===== config.mk =====
export PLATFORM = sky130hd
export DESIGN_NAME = byte_uart_tx_flat
export DESIGN_NICKNAME = d
export VERILOG_FILES = /design/src/rtl/byte_uart_tx_if.sv /design/src/rtl/byte_uart_tx.sv /design/src/flat_wrapper.sv
export SDC_FILE = /design/constraint.sdc
export NUM_CORES = 1
export LEC_CHECK = 0
export CAP_MARGIN = 10
export CORE_MARGIN = 2
export CORE_UTILIZATION = 49
export DETAILED_ROUTE_END_ITERATION = 16
export GPL_TIMING_DRIVEN = 0
export PLACE_DENSITY = 0.78
export RECOVER_POWER = 50
export REMOVE_ABC_BUFFERS = 1
export SYNTH_ARGS = -nofsm -noshare
export SYNTH_HDL_FRONTEND = slang
export SYNTH_SLANG_ARGS = --single-unit

===== constraint.sdc =====
create_clock -name clk -period 5.4 [get_ports clk]
set_input_delay 0.81 -clock clk [delete_from_list [all_inputs] [get_ports clk]]
set_output_delay 0.81 -clock clk [all_outputs]
set_load 0.01 [all_outputs]

===== src/rtl/byte_uart_tx_if.sv =====
// byte_uart_tx_if: serializer-side byte strobe and UART status bundle
interface byte_uart_tx_if #(
  parameter int FIFO_AW = 4
);
  logic [7:0] din;
  logic din_valid;
  logic can_accept;
  logic tx;
  logic busy;
  logic overflow;
  logic [FIFO_AW:0] level;
  modport master (output din, din_valid, input can_accept, tx, busy, overflow, level);
  modport slave (input din, din_valid, output can_accept, tx, busy, overflow, level);
endinterface


===== src/rtl/byte_uart_tx.sv =====
// byte_uart_tx: FIFO-buffered 8N1 UART transmitter with serializer flow control
module byte_uart_tx #(
  parameter int CLKS_PER_BIT = 16,
  parameter int FIFO_DEPTH = 16,
  parameter int FIFO_AW = 4
) (
  input logic clk,
  input logic reset,
  byte_uart_tx_if.slave u
);
  localparam int TW = $clog2(CLKS_PER_BIT);
  localparam logic [TW-1:0] RELOAD = TW'(CLKS_PER_BIT - 1);
  localparam logic [FIFO_AW:0] FULL = (FIFO_AW+1)'(FIFO_DEPTH);
  localparam logic [FIFO_AW:0] THRESH = (FIFO_AW+1)'(FIFO_DEPTH - 2);
  typedef enum logic [1:0] {IDLE, START, DATA, STOP} state_t;
  state_t state, state_n;
  logic [TW-1:0] timer, timer_n;
  logic [2:0] bit_idx, bit_n;
  logic [7:0] shift, shift_n;
  logic [7:0] mem [FIFO_DEPTH];
  logic [FIFO_AW-1:0] wr_ptr, rd_ptr;
  logic [FIFO_AW:0] level;
  logic tx_q, tx_n, ovf, push, pop, empty, done;
  assign empty = level == '0;
  assign done = timer == '0;
  // a full FIFO drops the byte even when a pop frees a slot this cycle
  assign push = u.din_valid && level != FULL;
  assign u.tx = tx_q;
  assign u.busy = !empty || state != IDLE;
  assign u.overflow = ovf;
  assign u.level = level;
  assign u.can_accept = level <= THRESH;
  always_ff @(posedge clk) begin
    if (push) mem[wr_ptr] <= u.din;
  end
  always_ff @(posedge clk) begin
    if (reset) begin
      state <= IDLE;
      timer <= RELOAD;
      bit_idx <= '0;
      shift <= '0;
      tx_q <= 1'b1;
      wr_ptr <= '0;
      rd_ptr <= '0;
      level <= '0;
      ovf <= 1'b0;
    end else begin
      state <= state_n;
      timer <= timer_n;
      bit_idx <= bit_n;
      shift <= shift_n;
      tx_q <= tx_n;
      wr_ptr <= wr_ptr + FIFO_AW'(push);
      rd_ptr <= rd_ptr + FIFO_AW'(pop);
      level <= level + (FIFO_AW+1)'(push) - (FIFO_AW+1)'(pop);
      ovf <= ovf || (u.din_valid && level == FULL);
    end
  end
  always_comb begin
    state_n = state;
    timer_n = timer - TW'(1);
    bit_n = bit_idx;
    shift_n = shift;
    pop = 1'b0;
    case (state)
      IDLE: begin
        timer_n = RELOAD;
        if (!empty) begin
          pop = 1'b1;
          shift_n = mem[rd_ptr];
          state_n = START;
        end
      end
      START: if (done) begin
        timer_n = RELOAD;
        bit_n = '0;
        state_n = DATA;
      end
      DATA: if (done) begin
        timer_n = RELOAD;
        if (bit_idx == 3'd7) state_n = STOP;
        else begin
          shift_n = shift >> 1;
          bit_n = bit_idx + 3'd1;
        end
      end
      STOP: if (done) begin
        timer_n = RELOAD;
        pop = !empty;
        shift_n = empty ? shift : mem[rd_ptr];
        state_n = empty ? IDLE : START;
      end
      default: state_n = IDLE;
    endcase
    // tx is registered from the next state so the line changes with the state
    tx_n = state_n == START ? 1'b0 : state_n == DATA ? shift_n[0] : 1'b1;
  end
endmodule


===== src/flat_wrapper.sv =====
// flat-port wrapper written by rule: the top's interface ports become plain ports
module byte_uart_tx_flat 
#(
  parameter int CLKS_PER_BIT = 16,
  parameter int FIFO_DEPTH = 16,
  parameter int FIFO_AW = 4
)
  (clk, reset, u_din, u_din_valid, u_can_accept, u_tx, u_busy, u_overflow, u_level);
  byte_uart_tx_if #(.FIFO_AW(FIFO_AW)) u_i ();
  input logic clk;
  input logic reset;
  input wire logic [$bits(u_i.din)-1:0] u_din;
  input wire logic [$bits(u_i.din_valid)-1:0] u_din_valid;
  output wire logic [$bits(u_i.can_accept)-1:0] u_can_accept;
  output wire logic [$bits(u_i.tx)-1:0] u_tx;
  output wire logic [$bits(u_i.busy)-1:0] u_busy;
  output wire logic [$bits(u_i.overflow)-1:0] u_overflow;
  output wire logic [$bits(u_i.level)-1:0] u_level;
  assign u_i.din = u_din;
  assign u_i.din_valid = u_din_valid;
  assign u_can_accept = u_i.can_accept;
  assign u_tx = u_i.tx;
  assign u_busy = u_i.busy;
  assign u_overflow = u_i.overflow;
  assign u_level = u_i.level;
  byte_uart_tx #(.CLKS_PER_BIT(CLKS_PER_BIT), .FIFO_DEPTH(FIFO_DEPTH), .FIFO_AW(FIFO_AW)) u_core (.clk(clk), .reset(reset), .u(u_i));
endmodule

# Yosys cells after proc, flatten, opt, wreduce, memory -nomap -nowiden
# Memories as Yosys holds them, arrays and structs flattened. A register that Yosys moved wholly into a read port is not among the register bits.
# Cells that the tools add are included.
# word_totals
reg_bits,32
mem_bits_rw,128
input_bits,11
out_inout_bits,9
wordCells,70
mem_count,1
# op_classes
addsub,6
n_lt_le_gt_ge,1
n_eq_ne,12
mux,26
reduce_logical,14
# mem_list
name,depth,width,rd,rd_clocked_by_memory_dff,wr,line_no,text
u_core.mem,16,8,1,1,1,byte_uart_tx.sv:20,logic [7:0] mem [FIFO_DEPTH];
# op_table
op,n
$mux W8,4
$pmux W8 S3,1
$mux W2,5
$mux W3,3
$add A4 B1 Y4,2
$mux W4,2
$pmux W2 S4,1
$pmux W4 S2,1
$reduce_and A4 Y1,2
$mux W1,7
$eq A2 B2 Y1 const B,3
$ne A2 B1 Y1 const B,3
$pmux W3 S2,1
$add A5 B1 Y5,1
$eq A5 B5 Y1 const B,1
$le A5 B4 Y1 const B,1
$logic_not A5 Y1,1
$ne A5 B5 Y1 const B,1
$sub A5 B1 Y5,1
$eq A2 B1 Y1 const B,2
$logic_not A4 Y1,1
$reduce_bool A2 Y1,2
$sub A4 B1 Y4 const B,1
$add A3 B1 Y3 const B,1
9 further kinds,11

# Depth between registers and ports, before layout
# Gate-level depths: netlist of the first run.
# logic_depth
word_depth,7
mapped_depth,14
ltp_nobuf,14

# Worst setup path after synthesis of the first run
# OpenSTA, ideal clock, no wires.
# synth_timing
path_kind,flip-flop to flip-flop
startpoint,"reg u_core.level[2], in the netlist u_core.u.level[2]"
endpoint,"mem u_core.mem[0][0], enable pin"
setup_ps,383
arrival_time_ps,2296
path_slack_ps,2721
path_stages_with_launch,7
cell_sequence,dfxtp_1 -> inv_1 -> ha_1 -> and4_1 -> nor2b_1 -> or3b_2 -> nor3_1
# synth_between
elab_chain_len,4
# synth_lines
element,line_no,text
from (decl),byte_uart_tx.sv:22,logic [FIFO_AW:0] level;
from (signal assigned),byte_uart_tx.sv:55,level <= level + (FIFO_AW+1)'(push) - (FIFO_AW+1)'(pop);
$ne A5 B5 Y1,byte_uart_tx.sv:27,assign push = u.din_valid && level != FULL;
$logic_and A1 B1 Y1,byte_uart_tx.sv:27,
$mux W1,byte_uart_tx.sv:34,if (push) mem[wr_ptr] <= u.din;
$mux W1 (not written as such),byte_uart_tx.sv:34,
to (decl),byte_uart_tx.sv:20,
# Every way passes these cells.

# Final worst setup path of the first run
# layout_timing
startpoint,"reg u_core.level[2], in the netlist u_core.u.level[2]"
endpoint,"mem u_core.mem[12][0], enable pin"
# The elaborated chain is that of the path after synthesis.

==> results.txt, run 1 <==
Final TNS setup: 0 ns
Hold-fix buffers at CTS: 0
Die width: 122 microns
First-pass DRT Iterations: 5
Post-Synth Adder-Cell Area: 0.0418
Buffers on Ports: 19
Yosys top cell area share: 0.568
Post-Synth XOR/XNOR Area: 0.0116
Final setup vio count: 0
Total CTS buffers: 17
Crit-path cells: inv_1 -> ha_1 -> and4_1 -> nor2b_1 -> or3b_2 -> nor2_1
Yosys Warn Count: 0
Status: finished clean
CTS tree: done
Unique masters post-synth: 54
Remaining DRCs: 0
Vias in the first global route: 3834
Max-cap viol count: 0
CTS root buf: clkbuf_16
Most common cell in the synthesized netlist: edfxtp_1
Die Area: 14800 sq um
Post-CTS Resized: 0
Req. time, crit path: 5.44 ns
Area leader, netlist: edfxtp_1
Clk_lat worst skew: 0.42 ns
Grt total ovfl: 0
Compound-Gate Fraction of Synth Area: 0.0590
Die height: 122 microns
Slew @ Worst Pin: 1.25 ns
Flops & latches, synth: 160
Clock Sink Count: 160
Buffer and inverter count on the worst path: 1
Simple logic cell fraction of the synthesized area: 0.0913
FMAX: 330 MHz
Drt wl/cell: 20.4 microns
Vias per cell: 5.85
Post-synthesis to final-layout area growth: 13.3%
Largest net degree at the start of global routing: 34
Final Max Slew Viols: 0
Layout cells sized above 1: 0.181
CP delay by family, top: simple AND/OR/NAND/NOR gates
Worst Setup Slack, final: 2.37 ns
Pwr/cell area: 440 nW/um^2
Site Rows: 42
CP max stage delay: 0.78 ns
Top cells by area, synth: edfxtp_1 (57%), mux4_2 (10%), dfxtp_1 (9.5%)
Syn Area/Cell: 15.5 sq um
Post-synth EDFFs: 128
Global-route wire length before repair: 20700 microns
Ant. Diodes: 0
Worst min path class: flop to flop
CP Class: flop to flop
DR vias: 3814
Core area: 13300 sq um
Initial DRC Count: 383
Max VDD drop: 0.343 mV
Period utilisation layout: 0.560
Ports: 20
Mux share of post-synthesis cell area: 0.110
Post-CTS Setup Bufs: 0
Commonest cells in the synthesized netlist: edfxtp_1 (128), nor2_1 (43), dfxtp_1 (32), mux4_2 (30), nand2_1 (29)
Antenna violations before repair: 0
Overall Global Routing Usage: 0.195
Sequential area share after synthesis: 0.662
Netlist Area Pre-Place: 6770 sq um
Main flop type after synthesis: edfxtp_1
Layout Nets: 496
Fin. Hold Viols: 0
Setup Skew: 0.00899 ns
ANT nets after route: 0
H-tree Lvls: 4
Largest family of logic cells by synthesized area: multiplexers
Unrepaired setup endpoints after global routing: false
Startpoint class of the critical path: flop
Reg2Reg Setup Slack: 2.37 ns
Min Clock Period, post-route: 3.03 ns
Worst EP arrival: 3.07 ns
Slowest library cell on the worst path: nor2_1
Crit path max fanout: 8
Hpwl dp: 8630 microns
Total power: 0.00337 W
Asr flop ratio synth: 0
Global placer's final weighted congestion: 0.797
Normalized max-slew margin: 0.166
CP Capture Type: flop
Initial Util: 0.507
Max Root-Sink Buffers: 2
Reg clk slew, reported paths: 0.06 ns
Cell leakage power: 2.57 nW
DRT Wirelength: 13300 microns
Dpl ws: 1.99 ns
Mapped Cells: 436
## registers in the layout, summed over array words and instances (netlist names)
register           flops
u_core.mem           128
u_core.u.level         5
u_core.bit_idx         3
u_core.timer           4
u_core.wr_ptr          4
u_core.u.overflow      1
u_core.state           2
u_core.shift           8
u_core.rd_ptr          4
u_core.u.tx            1
## path summary, 6_finish.rpt
path                                   startpoint           endpoint  cells past startpoint
worst max-delay path            u_core.u.level[2]  u_core.mem[12][0]                      6
worst min register to register    u_core.timer[0]    u_core.timer[0]                      1
worst min-delay path              u_core.timer[0]    u_core.timer[0]                      1
worst max register to register  u_core.u.level[2]  u_core.mem[12][0]                      6
## per-stage QoR
step | hold slack, ns | utilization | instance area, sq um | cells
final | 0.397 | 0.574 | 7670 | 652
after global routing | 0.425 | 0.574 | 7670 | 652
after CTS | 0.396 | 0.573 | 7650 | 649
after detailed placement | 0.383 | 0.533 | 7120 | 617
after global placement | 0.382 | 0.531 | 7090 | 614
after floorplan | 0.371 | - | 6680 | 419
## routing by layer
metal	share of wire	global-route usage	vias to the layer above
met3	0.060	0.0557	11
met2	0.49	0.317	135
met1	0.43	0.254	1937
met5	0	0	-
li1	-	-	1731
met4	0.012	0.0639	0
## worst register-to-register path, stage by stage (launching register included)
cell and delay, ns:
dfxtp_1 0.39, inv_1 0.08, ha_1 0.23, and4_1 0.22, nor2b_1 0.39, or3b_2 0.55
nor2_1 0.78
## where the power goes
part	internal (W)	switching [W]	leakage, nW
registers	0.00142	0.0000962	1.42
logic	0.000373	0.000406	0.886
clock network	0.000594	0.000489	0.268
total	0.00238	0.000991	2.57
## placed cells by master, fill, tap and decap left out, types with 3 or more instances in the layout
master	count
dlygate4sd3_1	14
and2_1	5
a21oi_1	17
inv_1	18
nand2b_1	3
nor2_1	43
nand3_1	4
buf_2	3
a2111oi_2	6
inv_6	3
nor2b_1	9
nor4_1	3
edfxtp_1	128
clkbuf_16	17
ha_1	21
xnor2_1	5
clkinv_4	4
dfxtp_1	30
clkdlybuf4s50_1	5
nor3_1	14
o21ai_0	4
clkinv_2	3
nand2_1	29
xor2_1	4
mux4_2	30
## final cells by class
class / instances / area, sq um
clock buffers: 18 / 429
clock inverters: 14 / 106
fillers: 1031 / 5680
inverters: 18 / 67.6
multi-input cells: 241 / 2120
flip-flops and latches: 160 / 4490
well taps: 176 / 220
repair buffers: 25 / 234
## cells by family after synthesis
group,Yosys count
DFF,160
and+or+nand+nor,124
AOI/OAI and AO/OA,51
buffers and inverters,35
muxes,35
adders and majority gates,22
xor gates and xnor gates,9
No activity file was read; power rests on OpenSTA's default activity.
==> run 2, diff against run 1 <==
- clock period: 5.4 -> 3 ns (I/O delays scaled with it)
==> run 2 against run 1 <==
Count of clock-buffer cells in the layout is the same. Hold slack lost 0.0024 ns. Non-clock buffer count down 1. Sequential power increased by 80%. Largest cell class unchanged.
==> results.txt, run 2 (same netlist as run 1, synthesis figures left out) <==
Status: finished clean
RR Startpoint: u_core.u.level[2]
Max-cap viol count: 0
Crit path max fanout: 6
Antenna violations before repair: 0
Vias per cell: 5.82
Worst Hold Launch: u_core.timer[0]
Layout cells sized above 1: 0.194
FF-to-FF End: u_core.mem[0][2]
Placed inst area: 7120 sq um
DRT Wirelength: 13300 microns
Largest register FFs: 128
Hpwl dp: 8630 microns
Pwr/cell area: 791 nW/um^2
Worst EP arrival: 2.93 ns
Final setup vio count: 0
Ports: 20
Biggest registers after layout: u_core.mem x128, u_core.shift x8, u_core.u.level x5
WHS: 0.395 ns
Buffers on Ports: 19
Switch Pwr: 0.00180 W
CP Capture Type: flop
Clock share of power: 0.321
Drt wl/cell: 20.5 microns
Global-route wire length before repair: 20700 microns
GRT busiest layer: met2
Sequential cell fraction of total power: 0.447
Clk_lat worst skew: 0.43 ns
Setup Skew: 0.00937 ns
Placed insts: 617
Worst Hold Path EP: u_core.timer[0]
Post-route cell area: 7710 sq um
Most flops, register: u_core.mem
Reg2Reg Setup Slack: 0.19 ns
Final Max Slew Viols: 0
H-tree Lvls: 4
FMAX: 356 MHz
Min Clock Period, post-route: 2.81 ns
Internal: 0.00430 W
Vias in the first global route: 3828
Die Area: 14800 sq um
Die height: 122 microns
Reg2reg path depth: 7
Final TNS setup: 0 ns
Global routing usage on met1: 0.254
Normalized max-slew margin: 0.305
ANT nets after route: 0
CTS root buf: clkbuf_16
Max Root-Sink Buffers: 2
Reg clk slew, reported paths: 0.06 ns
Most common cell after layout, fill and taps aside: edfxtp_1
Total CTS buffers: 17
DR vias: 3788
Startpoint class of the critical path: flop
Met3 usage in global routing: 0.0557
CTS tree: done
First-pass DRT Iterations: 5
Req. time, crit path: 3.12 ns
M2 GR Usage: 0.317
Unrepaired setup endpoints after global routing: false
Remaining DRCs: 0
Overall Global Routing Usage: 0.194
Die width: 122 microns
Fin. Hold Viols: 0
Gate power share: 0.233
Worst min path class: flop to flop
Largest net degree at the start of global routing: 34
Max VDD drop: 0.620 mV
Layout Nets: 495
Initial Util: 0.507
Switching Fraction: 0.295
Post-synthesis to final-layout area growth: 13.9%
Site Rows: 42
CP Class: flop to flop
Ant. Diodes: 0
Period utilisation layout: 0.936
Initial DRC Count: 342
Cell leakage power: 2.59 nW
Global placer's final weighted congestion: 0.797
Core area: 13300 sq um
Slew @ Worst Pin: 1.04 ns
Clock Sink Count: 160
Hold depth: 1
Final Non-Filler Cells: 651
Most frequent cells in the layout: edfxtp_1 (128), nor2_1 (40), mux4_2 (30), dfxtp_1 (30), nand2_1 (29)
Grt total ovfl: 0
## run 2: cell types whose count changed in the layout (fill, tap and decap cells not counted), sizes merged
| cell | change |
|---|---|
| clkbuf | -1 |
| dlygate4sd3 | +1 |
| clkdlybuf4s50 | -1 |
## run 2: how the worst max path moves through the flow
stage	start	end	slack [ns]	cells after the start
2_1_floorplan	u_core.u.level[2]	u_core.mem[0][0]	0.32	6
3_3_place_gp	u_core.rd_ptr[1]	u_core.shift[0]	-0.36	5
3_5_place_dp	u_din_valid	u_core.mem[12][4]	-0.05	4
4_1_cts	u_core.u.level[2]	u_core.mem[4][7]	0.002	6
5_1_grt	u_core.state[0]	u_core.u.level[4]	0.007	13
6_report	u_core.u.level[2]	u_core.mem[0][2]	0.19	7
## run 2: power groups by stage
stage	logic [W]	clock network [W]	registers [W]
finish	0.00142	0.00196	0.00272
global route	0.00158	0.00207	0.00275
CTS	0.00143	0.00198	0.00273
detailed placement	0.00141	0	0.00277
global placement	0.00131	0	0.00280
floorplan	0.000965	0	0.00276
## run 2: worst max-delay path, cell delays in order (launching register included)
cell     delay, ns
dfxtp_1       0.39
inv_1         0.08
ha_1          0.23
and4_1        0.22
nor2b_1       0.41
or3b_2        0.57
nor3_2        0.31
buf_2         0.29
## run 2: what timing repair did
item,CTS,global route
gates cloned,0,0
hold buffers,0,0
buffers inserted,0,0
endpoints found under the setup margin,16,23
gates resized for setup,2,5
## run 2: layer usage
| metal | share of wire | vias to the layer above |
|---|---|---|
| li1 | - | 1729 |
| met1 | 0.43 | 1914 |
| met2 | 0.50 | 131 |
| met3 | 0.057 | 14 |
| met4 | 0.013 | 0 |
| met5 | 0 | - |
## run 2: metrics by stage
stage	worst slack, ns	total power, W	utilization
after floorplan	0.321	0.00373	-
after global placement	-0.365	0.00411	0.531
after detailed placement	-0.0518	0.00419	0.533
after CTS	0.00221	0.00613	0.574
after global routing	0.00683	0.00640	0.578
final	0.192	0.00610	0.578
## run 2: area by class of cell
type | count | area, sq um
multi-input combinational | 241 | 2150
tap | 176 | 220
fill | 1018 | 5640
timing repair buffer | 24 | 250
inverter | 18 | 67.6
clock inverter | 14 | 106
clock buffer | 18 | 429
sequential | 160 | 4490
==> run 3, diff against run 2 <==
- clock period: 3 -> 3.08 ns (I/O delays scaled with it)
==> run 3 against run 2 <==
Largest cell class unchanged. Core utilization unchanged. Critical path type unchanged. Design area unchanged. Fmax down 1.3%. First-iteration DRC count down 16%. Final cell count up 0.15%.
==> results.txt, run 3 (same netlist as run 1, synthesis figures left out) <==
Status: finished clean
Dpl ws: 0.0162 ns
Fill cells: 1020
Final setup vio count: 0
Site Rows: 42
Worst EP arrival: 2.97 ns
Initial Util: 0.507
Max-cap viol count: 0
ANT nets after route: 0
Max VDD drop: 0.599 mV
Post-CTS Setup Bufs: 0
Unrepaired setup endpoints after global routing: false
Largest register FFs: 128
Drt wl/cell: 20.4 microns
Cell leakage power: 2.59 nW
DR vias: 3836
CTS tree: done
Global-route wire length before repair: 20700 microns
Biggest registers after layout: u_core.mem x128, u_core.shift x8, u_core.u.level x5
Clock Sink Count: 160
Grt total ovfl: 0
Slew @ Worst Pin: 1.09 ns
Buffers on Ports: 19
Ports: 20
Most frequent cells in the layout: edfxtp_1 (128), nor2_1 (40), mux4_2 (30), dfxtp_1 (30), nand2_1 (29)
CP Class: flop to flop
Die width: 122 microns
CTS root buf: clkbuf_16
Global placer's final weighted congestion: 0.797
Req. time, crit path: 3.20 ns
Normalized max-slew margin: 0.274
Pwr/cell area: 770 nW/um^2
Worst min path class: flop to flop
Period utilisation layout: 0.924
Max Root-Sink Buffers: 2
H-tree Lvls: 4
Most flops, register: u_core.mem
Layout cells sized above 1: 0.193
Remaining DRCs: 0
FMAX: 351 MHz
Min Clock Period, post-route: 2.85 ns
Hpwl dp: 8630 microns
Post-CTS Resized: 0
Core area: 13300 sq um
Startpoint class of the critical path: flop
Total power: 0.00594 W
Setup Skew: 0.00987 ns
Die Area: 14800 sq um
Clk_lat worst skew: 0.42 ns
Most common cell after layout, fill and taps aside: edfxtp_1
Fin. Hold Viols: 0
DRT Wirelength: 13300 microns
Worst Setup Slack, final: 0.234 ns
Overall Global Routing Usage: 0.195
Post-synthesis to final-layout area growth: 13.9%
Vias per cell: 5.88
Reg clk slew, reported paths: 0.06 ns
Total CTS buffers: 17
Ant. Diodes: 0
Layout Nets: 496
Largest net degree at the start of global routing: 34
Vias in the first global route: 3834
First-pass DRT Iterations: 5
Antenna violations before repair: 0
Hold-fix buffers at CTS: 0
Initial DRC Count: 288
Die height: 122 microns
Crit path max fanout: 6
Final Max Slew Viols: 0
CP Capture Type: flop
[run 3: final timing paths]
kind | from | endpoint | slack, ns | cells after the start
worst max-delay path | u_core.u.level[2] | u_core.mem[3][0] | 0.23 | 7
worst min-delay path | u_core.timer[0] | u_core.timer[0] | 0.39 | 1
worst max register to register | u_core.u.level[2] | u_core.mem[3][0] | 0.23 | 7
worst min register to register | u_core.timer[0] | u_core.timer[0] | 0.39 | 1
[run 3: metal layers]
layer  vias up  routed length [microns]  global-route usage
met1      1943                     5630               0.254
met4         0                      165              0.0639
li1       1728                        -                   -
met2       151                     6600               0.317
met3        14                      910              0.0557
met5         -                        0                   0
[run 3: stage by stage]
stage | hold WS, ns | cells | area (sq um) | utilization | setup TNS (ns)
6_report | 0.395 | 652 | 7710 | 0.578 | 0
3_3_place_gp | 0.382 | 614 | 7090 | 0.531 | -4.18
2_1_floorplan | 0.371 | 419 | 6680 | - | 0
3_5_place_dp | 0.383 | 617 | 7120 | 0.533 | 0
4_1_cts | 0.396 | 649 | 7650 | 0.573 | 0
5_1_grt | 0.425 | 652 | 7710 | 0.578 | 0
[run 3: power breakdown]
| part | switching, W | total [W] | internal [W] |
|---|---|---|---|
| combinational | 0.000718 | 0.00138 | 0.000666 |
| sequential | 0.000174 | 0.00266 | 0.00248 |
| clock | 0.000855 | 0.00190 | 0.00104 |
[run 3: critical path, cell delays in order (launching register included)]
cell,delay [ns]
dfxtp_1,0.39
inv_1,0.08
ha_1,0.23
and4_1,0.22
nor2b_1,0.41
nand3_1,0.26
nor3_1,0.65
clkbuf_2,0.30
[run 3: final cells by class]
type                       instances  area [sq um]  area share
inverter                          18          67.6     0.00876
multi-input combinational        241          2140       0.278
clock buffer                      18           429      0.0557
timing repair buffer              25           255      0.0331
tap                              176           220      0.0286
clock inverter                    14           106      0.0138
sequential                       160          4490       0.582
